File: config.mk
export PLATFORM = sky130hd
export DESIGN_NAME = circle_top
export DESIGN_NICKNAME = d
export VERILOG_FILES = /design/src/rtl/circle_top.sv
export SDC_FILE = /design/constraint.sdc
export NUM_CORES = 1
export LEC_CHECK = 0
export ABC_AREA = 1
export BUFFER_PORTS_ARGS = -buffer_cell sky130_fd_sc_hd__buf_4
export CAP_MARGIN = 10
export CORE_MARGIN = 4
export CORE_UTILIZATION = 55
export CTS_CLUSTER_DIAMETER = 30
export DETAILED_ROUTE_END_ITERATION = 7
export GPL_TIMING_DRIVEN = 1
export HOLD_SLACK_MARGIN = 0.15
export MAX_ROUTING_LAYER = met4
export PLACE_DENSITY = 0.85
export SLEW_MARGIN = 20
export SYNTH_ARGS = -nofsm -noshare
export SYNTH_HDL_FRONTEND = slang
export SYNTH_SLANG_ARGS = --single-unit
File: constraint.sdc
create_clock -name CLOCK_50 -period 8.7 [get_ports CLOCK_50]
set_input_delay 0.435 -clock CLOCK_50 [delete_from_list [all_inputs] [get_ports CLOCK_50]]
set_output_delay 0.435 -clock CLOCK_50 [all_outputs]
set_load 0.1 [all_outputs]
File: src/rtl/circle_top.sv
// ---------------------------------------------------------------------------
// circle_top -- Bresenham circle-drawing accelerator for the 160x120, 3-bit
// colour VGA adapter pixel interface.
//
// A 1->0 edge on the synchronised start key (KEY_N[3]) launches one run. The
// run plots a single circle outline centred on (XC, YC) with radius RADIUS,
// writing one pixel per clock. It then waits in DONE for the next start. A
// start seen mid-run aborts the run and begins a new one.
//
// Optional feature (macro CLEAR_SCREEN_EN):
//   defined   : each run first clears the frame to black with a 160x120
//               raster scan, then draws the circle.
//   undefined : no clear. Existing frame content is kept, and the FSM goes
//               straight to INIT.
//
// Ports:
//   CLOCK_50    in   1  system clock, rising edge
//   RESET       in   1  asynchronous, active-high reset
//   KEY_N       in   4  active-low keys: [3]=start, [0]=colour select
//   x           out  8  live Bresenham x offset
//   y           out  7  live Bresenham y offset
//   vga_x       out  8  pixel column (registered)
//   vga_y       out  7  pixel row (registered)
//   vga_plot    out  1  write strobe (registered)
//   vga_colour  out  3  pixel colour (registered)
// ---------------------------------------------------------------------------
module circle_top #(
    parameter int         XC     = 80,
    parameter int         YC     = 60,
    parameter int         RADIUS = 40,
    parameter logic [2:0] COLOUR = 3'b111
) (
    input  logic       CLOCK_50,
    input  logic       RESET,
    input  logic [3:0] KEY_N,
    output logic [7:0] x,
    output logic [6:0] y,
    output logic [7:0] vga_x,
    output logic [6:0] vga_y,
    output logic       vga_plot,
    output logic [2:0] vga_colour
);
    typedef enum logic [2:0] {IDLE, CLEAR, INIT, DRAW, DONE} state_t;

    localparam logic signed [9:0] XC_S = 10'(XC);
    localparam logic signed [9:0] YC_S = 10'(YC);

    state_t            state, state_n;
    logic              start_s1, start_s2, start_s3, col_s1, col_s2, start;
    logic [2:0]        oct, oct_n;
    logic signed [7:0] ox, ox_n, oy, oy_n, oy_inc, ox_dec;
    logic signed [9:0] crit, crit_n, ox_w, oy_w, oy_inc_w, ox_dec_w, px, py;
    logic [2:0]        colour, colour_n, vc_n;
    logic [7:0]        vx_n;
    logic [6:0]        vy_n;
    logic              plot_n, on_screen;
    logic              unused_keys;

`ifdef CLEAR_SCREEN_EN
    logic [7:0] clr_x, clr_x_n;
    logic [6:0] clr_y, clr_y_n;
`endif

    assign unused_keys = &{1'b0, KEY_N[2:1]};
    assign x = ox;
    assign y = oy[6:0];

    // Key synchronisers. They reset to 1 (released) so that leaving reset
    // never looks like a press.
    always_ff @(posedge CLOCK_50 or posedge RESET) begin
        if (RESET) begin
            start_s1 <= 1'b1;
            start_s2 <= 1'b1;
            start_s3 <= 1'b1;
            col_s1   <= 1'b1;
            col_s2   <= 1'b1;
        end else begin
            // NOTE: non-blocking assignments so every flop samples pre-edge values.
            start_s1 <= KEY_N[3];
            start_s2 <= start_s1;
            start_s3 <= start_s2;
            col_s1   <= KEY_N[0];
            col_s2   <= col_s1;
        end
    end

    // One-cycle pulse on the falling edge of the synchronised start key.
    assign start = start_s3 & ~start_s2;

    // Octant point generator. The computation is signed so that points to
    // the left of or above the screen come out negative and get clipped.
    always_comb begin
        ox_w = 10'(ox);
        oy_w = 10'(oy);
        case (oct)
            3'd0:    begin px = XC_S + ox_w; py = YC_S + oy_w; end
            3'd1:    begin px = XC_S + oy_w; py = YC_S + ox_w; end
            3'd2:    begin px = XC_S - ox_w; py = YC_S + oy_w; end
            3'd3:    begin px = XC_S - oy_w; py = YC_S + ox_w; end
            3'd4:    begin px = XC_S - ox_w; py = YC_S - oy_w; end
            3'd5:    begin px = XC_S - oy_w; py = YC_S - ox_w; end
            3'd6:    begin px = XC_S + ox_w; py = YC_S - oy_w; end
            default: begin px = XC_S + oy_w; py = YC_S - ox_w; end
        endcase
        on_screen = (px >= 10'sd0) && (px <= 10'sd159) &&
                    (py >= 10'sd0) && (py <= 10'sd119);
        oy_inc   = oy + 8'sd1;
        ox_dec   = ox - 8'sd1;
        oy_inc_w = 10'(oy_inc);
        ox_dec_w = 10'(ox_dec);
    end

    // Next-state and next-output logic.
    always_comb begin
        // NOTE: every output gets a default first so no path infers a latch.
        state_n  = state;
        oct_n    = oct;
        ox_n     = ox;
        oy_n     = oy;
        crit_n   = crit;
        colour_n = colour;
        plot_n   = 1'b0;
        vx_n     = '0;
        vy_n     = '0;
        vc_n     = '0;
`ifdef CLEAR_SCREEN_EN
        clr_x_n  = clr_x;
        clr_y_n  = clr_y;
`endif
        case (state)
`ifdef CLEAR_SCREEN_EN
            CLEAR: begin
                plot_n = 1'b1;
                vx_n   = clr_x;
                vy_n   = clr_y;
                if (clr_x == 8'd159) begin
                    clr_x_n = '0;
                    if (clr_y == 7'd119) begin
                        clr_y_n = '0;
                        state_n = INIT;
                    end else begin
                        clr_y_n = clr_y + 7'd1;
                    end
                end else begin
                    clr_x_n = clr_x + 8'd1;
                end
            end
`endif
            INIT: begin
                ox_n    = 8'(RADIUS);
                oy_n    = '0;
                crit_n  = 10'(1 - RADIUS);
                oct_n   = '0;
                state_n = DRAW;
            end
            DRAW: begin
                plot_n = on_screen;
                vx_n   = px[7:0];
                vy_n   = py[6:0];
                vc_n   = colour;
                oct_n  = oct + 3'd1;
                // The Bresenham step happens on the cycle of the 8th point.
                if (oct == 3'd7) begin
                    oy_n = oy_inc;
                    if (crit <= 10'sd0) begin
                        crit_n = crit + (oy_inc_w <<< 1) + 10'sd1;
                        if (oy_inc > ox) state_n = DONE;
                    end else begin
                        ox_n   = ox_dec;
                        crit_n = crit + ((oy_inc_w - ox_dec_w) <<< 1) + 10'sd1;
                        if (oy_inc > ox_dec) state_n = DONE;
                    end
                end
            end
            default: ;
        endcase

        // A start overrides whatever the FSM was doing, from any state.
        if (start) begin
            colour_n = col_s2 ? 3'b100 : COLOUR;
`ifdef CLEAR_SCREEN_EN
            state_n  = CLEAR;
            clr_x_n  = '0;
            clr_y_n  = '0;
`else
            state_n  = INIT;
`endif
        end
    end

    always_ff @(posedge CLOCK_50 or posedge RESET) begin
        if (RESET) begin
            state      <= IDLE;
            oct        <= '0;
            ox         <= '0;
            oy         <= '0;
            crit       <= '0;
            colour     <= '0;
            vga_x      <= '0;
            vga_y      <= '0;
            vga_plot   <= 1'b0;
            vga_colour <= '0;
`ifdef CLEAR_SCREEN_EN
            clr_x      <= '0;
            clr_y      <= '0;
`endif
        end else begin
            state      <= state_n;
            oct        <= oct_n;
            ox         <= ox_n;
            oy         <= oy_n;
            crit       <= crit_n;
            colour     <= colour_n;
            vga_x      <= vx_n;
            vga_y      <= vy_n;
            vga_plot   <= plot_n;
            vga_colour <= vc_n;
`ifdef CLEAR_SCREEN_EN
            clr_x      <= clr_x_n;
            clr_y      <= clr_y_n;
`endif
        end
    end
endmodule

==> impl_metrics.env, run 1 <==
export IMPL_p_per_area_nw_per_um2=257
export IMPL_fin_setup_tns_ps=0
export IMPL_vdd_drop_max_uv=116
export IMPL_synth_enable_flop_cells=0
export IMPL_wirelength_um=13500
export IMPL_cp_cell_sequence="ha_1 > xor2_1 > ha_1 > a21oi_1 > o21ai_0 > a21oi_1 > xor2_1 > inv_1 > ha_1 > nand2_1 > a21oi_1 > a211oi_1 > nand2_1 > a21oi_1 > o21ai_0 > nand3_1 > o21ai_0 > inv_1"
export IMPL_syn_instance_count=713
export IMPL_max_freq_ghz=0.260
export IMPL_grt_pass1_vias=4922
export IMPL_htreeDepth=3
export IMPL_power_switching_uw=751
export IMPL_clkTransAtPathRegs_ps=70
export IMPL_grt_usage_pct=27.6
export IMPL_dieArea_sq_um=10600
export IMPL_wire_per_inst_um=15.7
export IMPL_clock_sinks=57
export IMPL_synth_common_cells="nand2_1 (173), inv_1 (99), nor2_1 (61)"
export IMPL_first_iter_violations=326
export IMPL_grt_max_degree=58
export IMPL_vias=4961
export IMPL_worstHoldPathType="in -> reg"
export IMPL_post_cts_buffers=0
export IMPL_slew_headroom_pct=44.6
export IMPL_hold_buffers=0
export IMPL_postCtsResizedCells=0
export IMPL_p_leak_nw=2.87
export IMPL_drive_above_1_share_pct=10.6
export IMPL_synth_area_sq_um=4980
export IMPL_worst_slew_pin_slew_ps=828
export IMPL_swShare_pct=53.6
export IMPL_p_total_mw=1.40
export IMPL_drcViolationCount=0
export IMPL_ys_ff_latch=57
export IMPL_synth_most_common_cell="nand2_1"
export IMPL_ant_nets=0
export IMPL_max_stage_delay_ps=550
export IMPL_critPathKind="reg -> reg"
export IMPL_fin_nets=799
export IMPL_grt_remaining_overflow=0
export IMPL_intPower_uw=650
export IMPL_antenna_found_initial=0
export IMPL_fin_crit_sh_pct=44.2
export IMPL_final_area_sq_um=5450
export IMPL_hold_violations=0
export IMPL_p_clk_share_pct=17.6
export IMPL_avgSynthCellArea_sq_um=6.99
export IMPL_drv_slew=0
export IMPL_fill_cells=799
export IMPL_synth_nets=768
export IMPL_setup_worst_path_start_class="flip-flop"
export IMPL_clk_latency_ps=350
export IMPL_place_hpwl_um=10300
export IMPL_dpl_cell_area_sq_um=5270
export IMPL_path_common_cell="a21oi_1"
export IMPL_start_util_pct=56.9
export IMPL_core_rowCount=34
export IMPL_cts_made_buffers=9
export IMPL_r2r_slack_ps=4850
export IMPL_crit_arrival_ps=4140
export IMPL_place_gp_congestion=0.944
export IMPL_fp_dieH_um=103
export IMPL_synth_cell_types=46
export IMPL_cpMaxStageDelayCell="dfrtp_1"
export IMPL_syn2layout_area_growth_pct=9.29
export IMPL_critPathMaxFanout=8
export IMPL_status="complete, no violations"
export IMPL_yosysTopAreaCell="dfrtp_1"
export IMPL_cp_end_kind="flip-flop"
export IMPL_seq_area_frac_synth_pct=28.7
export IMPL_yosys_warnings=0
export IMPL_core_sq_um=8760
export IMPL_fin_crit_ps=3850
export IMPL_ios=40
export IMPL_synth_flop_cell="dfrtp_1"
export IMPL_antennaDiodeCount=0
export IMPL_firstDrtPassIters=6
export IMPL_rsz0062_at_grt="no"
export IMPL_cp_required_ps=9000
export IMPL_worst_clock_skew_ps=3.97
export IMPL_combPwrFrac_pct=58.5
export IMPL_place_port_buffers=37
export IMPL_seqPwrFrac_pct=23.8
export IMPL_setup_viol=0
export IMPL_cap_violations=0
export IMPL_tritoncts="yes"
export IMPL_cts_root_buf="clkbuf_8"
export IMPL_vias_per_cell=5.80
export IMPL_grt_first_pass_wirelength_um=22300
export IMPL_die_x_um=103
export IMPL_postSynth_asyncResetShare_pct=100
export IMPL_cts_buffer_depth=2
export IMPL_netlist_area_leader_share_pct=26.1
export IMPL_synth_area_top_cells="dfrtp_1 (26%), nand2_1 (13%), ha_1 (12%)"
==> registers in the layout, summed over array words and instances, names as in the netlist <==
| name | flops |
|---|---|
| oct | 3 |
| colour | 2 |
| x | 8 |
| start_s2 | 1 |
| start_s3 | 1 |
| vga_x | 8 |
| vga_colour | 2 |
| vga_y | 7 |
| crit | 10 |
| col_s2 | 1 |
| col_s1 | 1 |
| start_s1 | 1 |
| state | 3 |
| vga_plot | 1 |
| oy | 8 |
==> metrics by stage <==
step,instances,hold WS (ps),utilization [%],setup slack [ps]
CTS,856,177,62.2,4950
detailed placement,841,347,60.1,4980
global route,856,171,62.2,4550
finish,856,182,62.2,4850
floorplan,713,345,-,4850
global placement,841,346,60.1,5100
==> cell families (layout without fill, tap and decap cells) <==
family                     Yosys count  in the layout  synth area share [%]
xor gates and xnor gates            23             23                  4.04
adders and majority gates           49             49                  12.8
buffers and inverters              123            158                  10.6
AOI/OAI and AO/OA                  143            143                  16.7
and+or+nand+nor                    318            318                  27.1
DFF                                 57             57                  28.7
==> worst paths after layout <==
kind / from / to / depth (start not counted)
min reg2reg: start_s1 / start_s2 / 0
max reg2reg: oy[0] / crit[8] / 18
min in group asynchronous: RESET / vga_y[5] / 3
min: KEY_N[0] / col_s1 / 1
max: oy[0] / crit[8] / 18
max in group asynchronous: RESET / crit[3] / 3
==> layout make-up <==
cell class                      count  area (sq um)  share of cell area (%)
Sequential cell                    57          1430                    26.3
Tap cell                          108           135                    2.48
Clock inverter                      4          45.0                   0.827
Multi-Input combinational cell    533          3020                    55.5
Inverter                          105           397                    7.28
Clock buffer                       11           131                    2.41
Timing Repair Buffer               38           285                    5.24
==> power groups by stage <==
stage               logic [mW]  clock network (mW)  registers, mW
floorplan                0.488                   0          0.484
global placement         0.782                   0          0.337
detailed placement       0.811                   0          0.338
CTS                      0.815               0.247          0.333
global route             0.903               0.261          0.339
finish                   0.820               0.247          0.334
==> per-layer routing <==
metal / vias to the layer above / GRT usage, % / wire length (um)
met5: - / - / 0
met4: 0 / 14.7 / 580
met3: 51 / 4.63 / 862
met2: 200 / 47.7 / 6740
met1: 2304 / 30.3 / 5300
li1: 2406 / - / -
==> worst max-delay path, delay by kind of cell (launching register included) <==
family / cells / cell delay, ps
simple gates: 3 / 290
flops: 1 / 550
compound gates: 8 / 1240
buf+inv: 2 / 160
fa+ha+maj: 3 / 960
xor+xnor: 2 / 590
==> cell usage in the layout, fill, tap and decap left out, types with 4 or more instances in the layout <==
cell      instances
nand2_1         173
inv_1            98
nor2_1           61
nand3_1          54
dfrtp_1          52
o21ai_0          46
ha_1             46
a21oi_1          38
buf_4            38
xor2_1           19
o22ai_1          18
o21ai_1          11
clkbuf_8          9
nand4_1           8
o21ai_2           7
nor3_1            6
a31oi_1           5
nand2_2           5
dfstp_2           5
o21bai_1          4
xnor2_1           4
(Power assumes the default switching activity.)
==> inputs of run 2 (changes only) <==
ABC_AREA = 0   (was 1)
PLACE_DENSITY = 0.88   (was 0.85)
clock period = 3.5 ns   (was 8.7 ns; I/O delays follow)
==> impl_metrics.env, run 2 <==
export IMPL_status="complete, no violations"
export IMPL_clock_sinks=57
export IMPL_drcViolationCount=0
export IMPL_vdd_drop_max_uv=371
export IMPL_grt_remaining_overflow=0
export IMPL_wirelength_um=13700
export IMPL_holdPathStages=0
export IMPL_netlist_area_leader_share_pct=26.2
export IMPL_fin_nets=694
export IMPL_grt_pass1_vias=4599
export IMPL_clk_latency_ps=360
export IMPL_synth_flop_cell="dfrtp_1"
export IMPL_worst_slew_pin_slew_ps=870
export IMPL_finalNonFillerCells=752
export IMPL_worstHoldPathType="reg -> reg"
export IMPL_grt_usage_pct=28.0
export IMPL_place_gp_congestion=0.977
export IMPL_antenna_found_initial=0
export IMPL_detailedPlace_worstSlack_ps=35.6
export IMPL_wire_per_inst_um=18.2
export IMPL_slew_headroom_pct=41.9
export IMPL_final_area_sq_um=5730
export IMPL_synth_common_cells="nor2_1 (61), dfrtp_1 (52), nand2_1 (47)"
export IMPL_rsz0062_at_grt="yes"
export IMPL_ant_nets=0
export IMPL_htreeDepth=3
export IMPL_p_leak_nw=2.59
export IMPL_critPathMaxFanout=6
export IMPL_grt_first_pass_wirelength_um=22700
export IMPL_postSynth_asyncResetShare_pct=100
export IMPL_drv_slew=0
export IMPL_cts_buffer_depth=2
export IMPL_layout_common_cells="buf_4 (67), nor2_1 (61), nand2_1 (47), dfrtp_1 (47), ha_1 (44)"
export IMPL_avgSynthCellArea_sq_um=8.34
export IMPL_ys_ff_latch=57
export IMPL_ios=40
export IMPL_synth_area_top_cells="dfrtp_1 (26%), ha_1 (12%), xnor2_1 (6.2%)"
export IMPL_seq_area_frac_synth_pct=28.9
export IMPL_first_iter_violations=320
export IMPL_final_common_cell="buf_4"
export IMPL_core_rowCount=34
export IMPL_yosys_warnings=0
export IMPL_place_port_buffers=37
export IMPL_synth_cell_types=63
export IMPL_cap_violations=0
export IMPL_fill_cells=734
export IMPL_hold_slack_ps=358
export IMPL_synth_area_sq_um=4960
export IMPL_critPathLaunch="x[0]"
export IMPL_firstDrtPassIters=5
export IMPL_core_sq_um=8760
export IMPL_vias=4741
export IMPL_synth_enable_flop_cells=0
export IMPL_worst_clock_skew_ps=13.2
export IMPL_setup_worst_path_start_class="flip-flop"
export IMPL_syn2layout_area_growth_pct=15.4
export IMPL_dpl_cell_area_sq_um=5420
export IMPL_antennaDiodeCount=0
export IMPL_place_hpwl_um=10000
export IMPL_hold_violations=0
export IMPL_setup_ws_ps=111
export IMPL_crit_arrival_ps=3630
export IMPL_largest_reg_flops=10
export IMPL_cp_required_ps=3740
export IMPL_cp_end_kind="flip-flop"
export IMPL_fin_crit_sh_pct=96.8
export IMPL_critPathKind="reg -> reg"
export IMPL_p_per_area_nw_per_um2=707
export IMPL_fin_crit_ps=3390
export IMPL_synth_most_common_cell="nor2_1"
export IMPL_min_from="col_s1"
export IMPL_synth_nets=650
export IMPL_drive_above_1_share_pct=19.1
export IMPL_ff2ff_path_depth=15
export IMPL_timing_rr_start="x[0]"
export IMPL_fp_dieH_um=103
export IMPL_tritoncts="yes"
export IMPL_die_x_um=103
export IMPL_largest_register="crit"
export IMPL_vias_per_cell=6.30
export IMPL_syn_instance_count=595
export IMPL_max_freq_ghz=0.295
export IMPL_yosysTopAreaCell="dfrtp_1"
export IMPL_clkTransAtPathRegs_ps=70
export IMPL_start_util_pct=56.6
export IMPL_grt_max_degree=43
export IMPL_setup_viol=0
export IMPL_placed_cells=728
export IMPL_cts_root_buf="clkbuf_8"
export IMPL_cts_made_buffers=9
export IMPL_dieArea_sq_um=10600
[run 2: cell types whose count changed in the layout (fill, tap and decap cells not counted), moves of 9 or more]
cell,previous run,this run
xnor2_1,4,35
o22ai_1,18,9
inv_1,98,29
nand3_1,54,13
buf_4,38,67
mux2i_1,0,13
nor3_1,6,18
nand2_1,173,47
[run 2: power breakdown]
| part | switching (mW) | internal, mW |
|---|---|---|
| Sequential | 0.0817 | 0.776 |
| Clock | 0.304 | 0.400 |
| Combinational | 1.64 | 0.843 |
| Total | 2.03 | 2.02 |
[run 2: path summary, 6_finish.rpt]
kind | endpoint | slack [ps]
setup reg to reg | crit[8] | 110
max in group asynchronous | oy[2] | 2160
hold / removal | col_s2 | 360
min in group asynchronous | x[1] | 570
setup / recovery | crit[8] | 110
hold reg to reg | col_s2 | 360
[run 2: layout make-up]
type / count / area [sq um] / share of cell area, %
Clock inverter: 7 / 95.1 / 1.66
Sequential cell: 57 / 1440 / 25.1
Inverter: 33 / 124 / 2.16
Multi-Input combinational cell: 468 / 3280 / 57.2
Tap cell: 108 / 135 / 2.36
Clock buffer: 9 / 124 / 2.16
Timing Repair Buffer: 70 / 533 / 9.30
[run 2: metrics by stage]
stage	util, %	setup TNS, ps	total power [mW]
2_1_floorplan	-	-17.7	2.80
3_3_place_gp	61.8	0	3.21
3_5_place_dp	61.8	0	3.26
4_1_cts	64.6	0	3.99
5_1_grt	65.4	-59.4	4.31
6_report	65.4	0	4.05
[run 2: repair_timing]
action / CTS / global route
gates resized for setup: 0 / 7
hold buffers: 3 / 0
setup endpoints to repair: 0 / 3
hold endpoints to repair: 38 / 0
buffers inserted: 0 / 5
[run 2: logic make-up (layout without fill, tap and decap cells)]
kind of cell	after synthesis	count (layout)	share of synthesized area (%)
buf+inv	70	119	6.20
compound gates	164	164	21.1
mux	26	26	5.87
fa+ha+maj	49	49	12.8
flops	57	57	28.9
xor+xnor	46	46	8.12
simple gates	183	183	17.0
[run 2: worst max-delay path: stages, from the launching register on]
cell     delay (ps)
dfrtp_2         470
or2_2           320
nor2_1          180
xnor2_1         200
ha_1            290
inv_1           110
a21oi_2          50
o21ai_1         170
nand2_1          70
a21oi_1         180
xnor2_1          90
ha_1            320
nor2_1           50
or3_1           390
xnor2_1         140
o221a_2         230
[run 2: per-layer routing]
| layer | up-vias | global-route usage (%) | routed length [um] |
|---|---|---|---|
| met1 | 2236 | 34.4 | 5520 |
| met4 | 0 | 12.6 | 537 |
| met2 | 254 | 44.3 | 6490 |
| met3 | 47 | 5.95 | 1120 |
| met5 | - | - | 0 |
| li1 | 2204 | - | - |
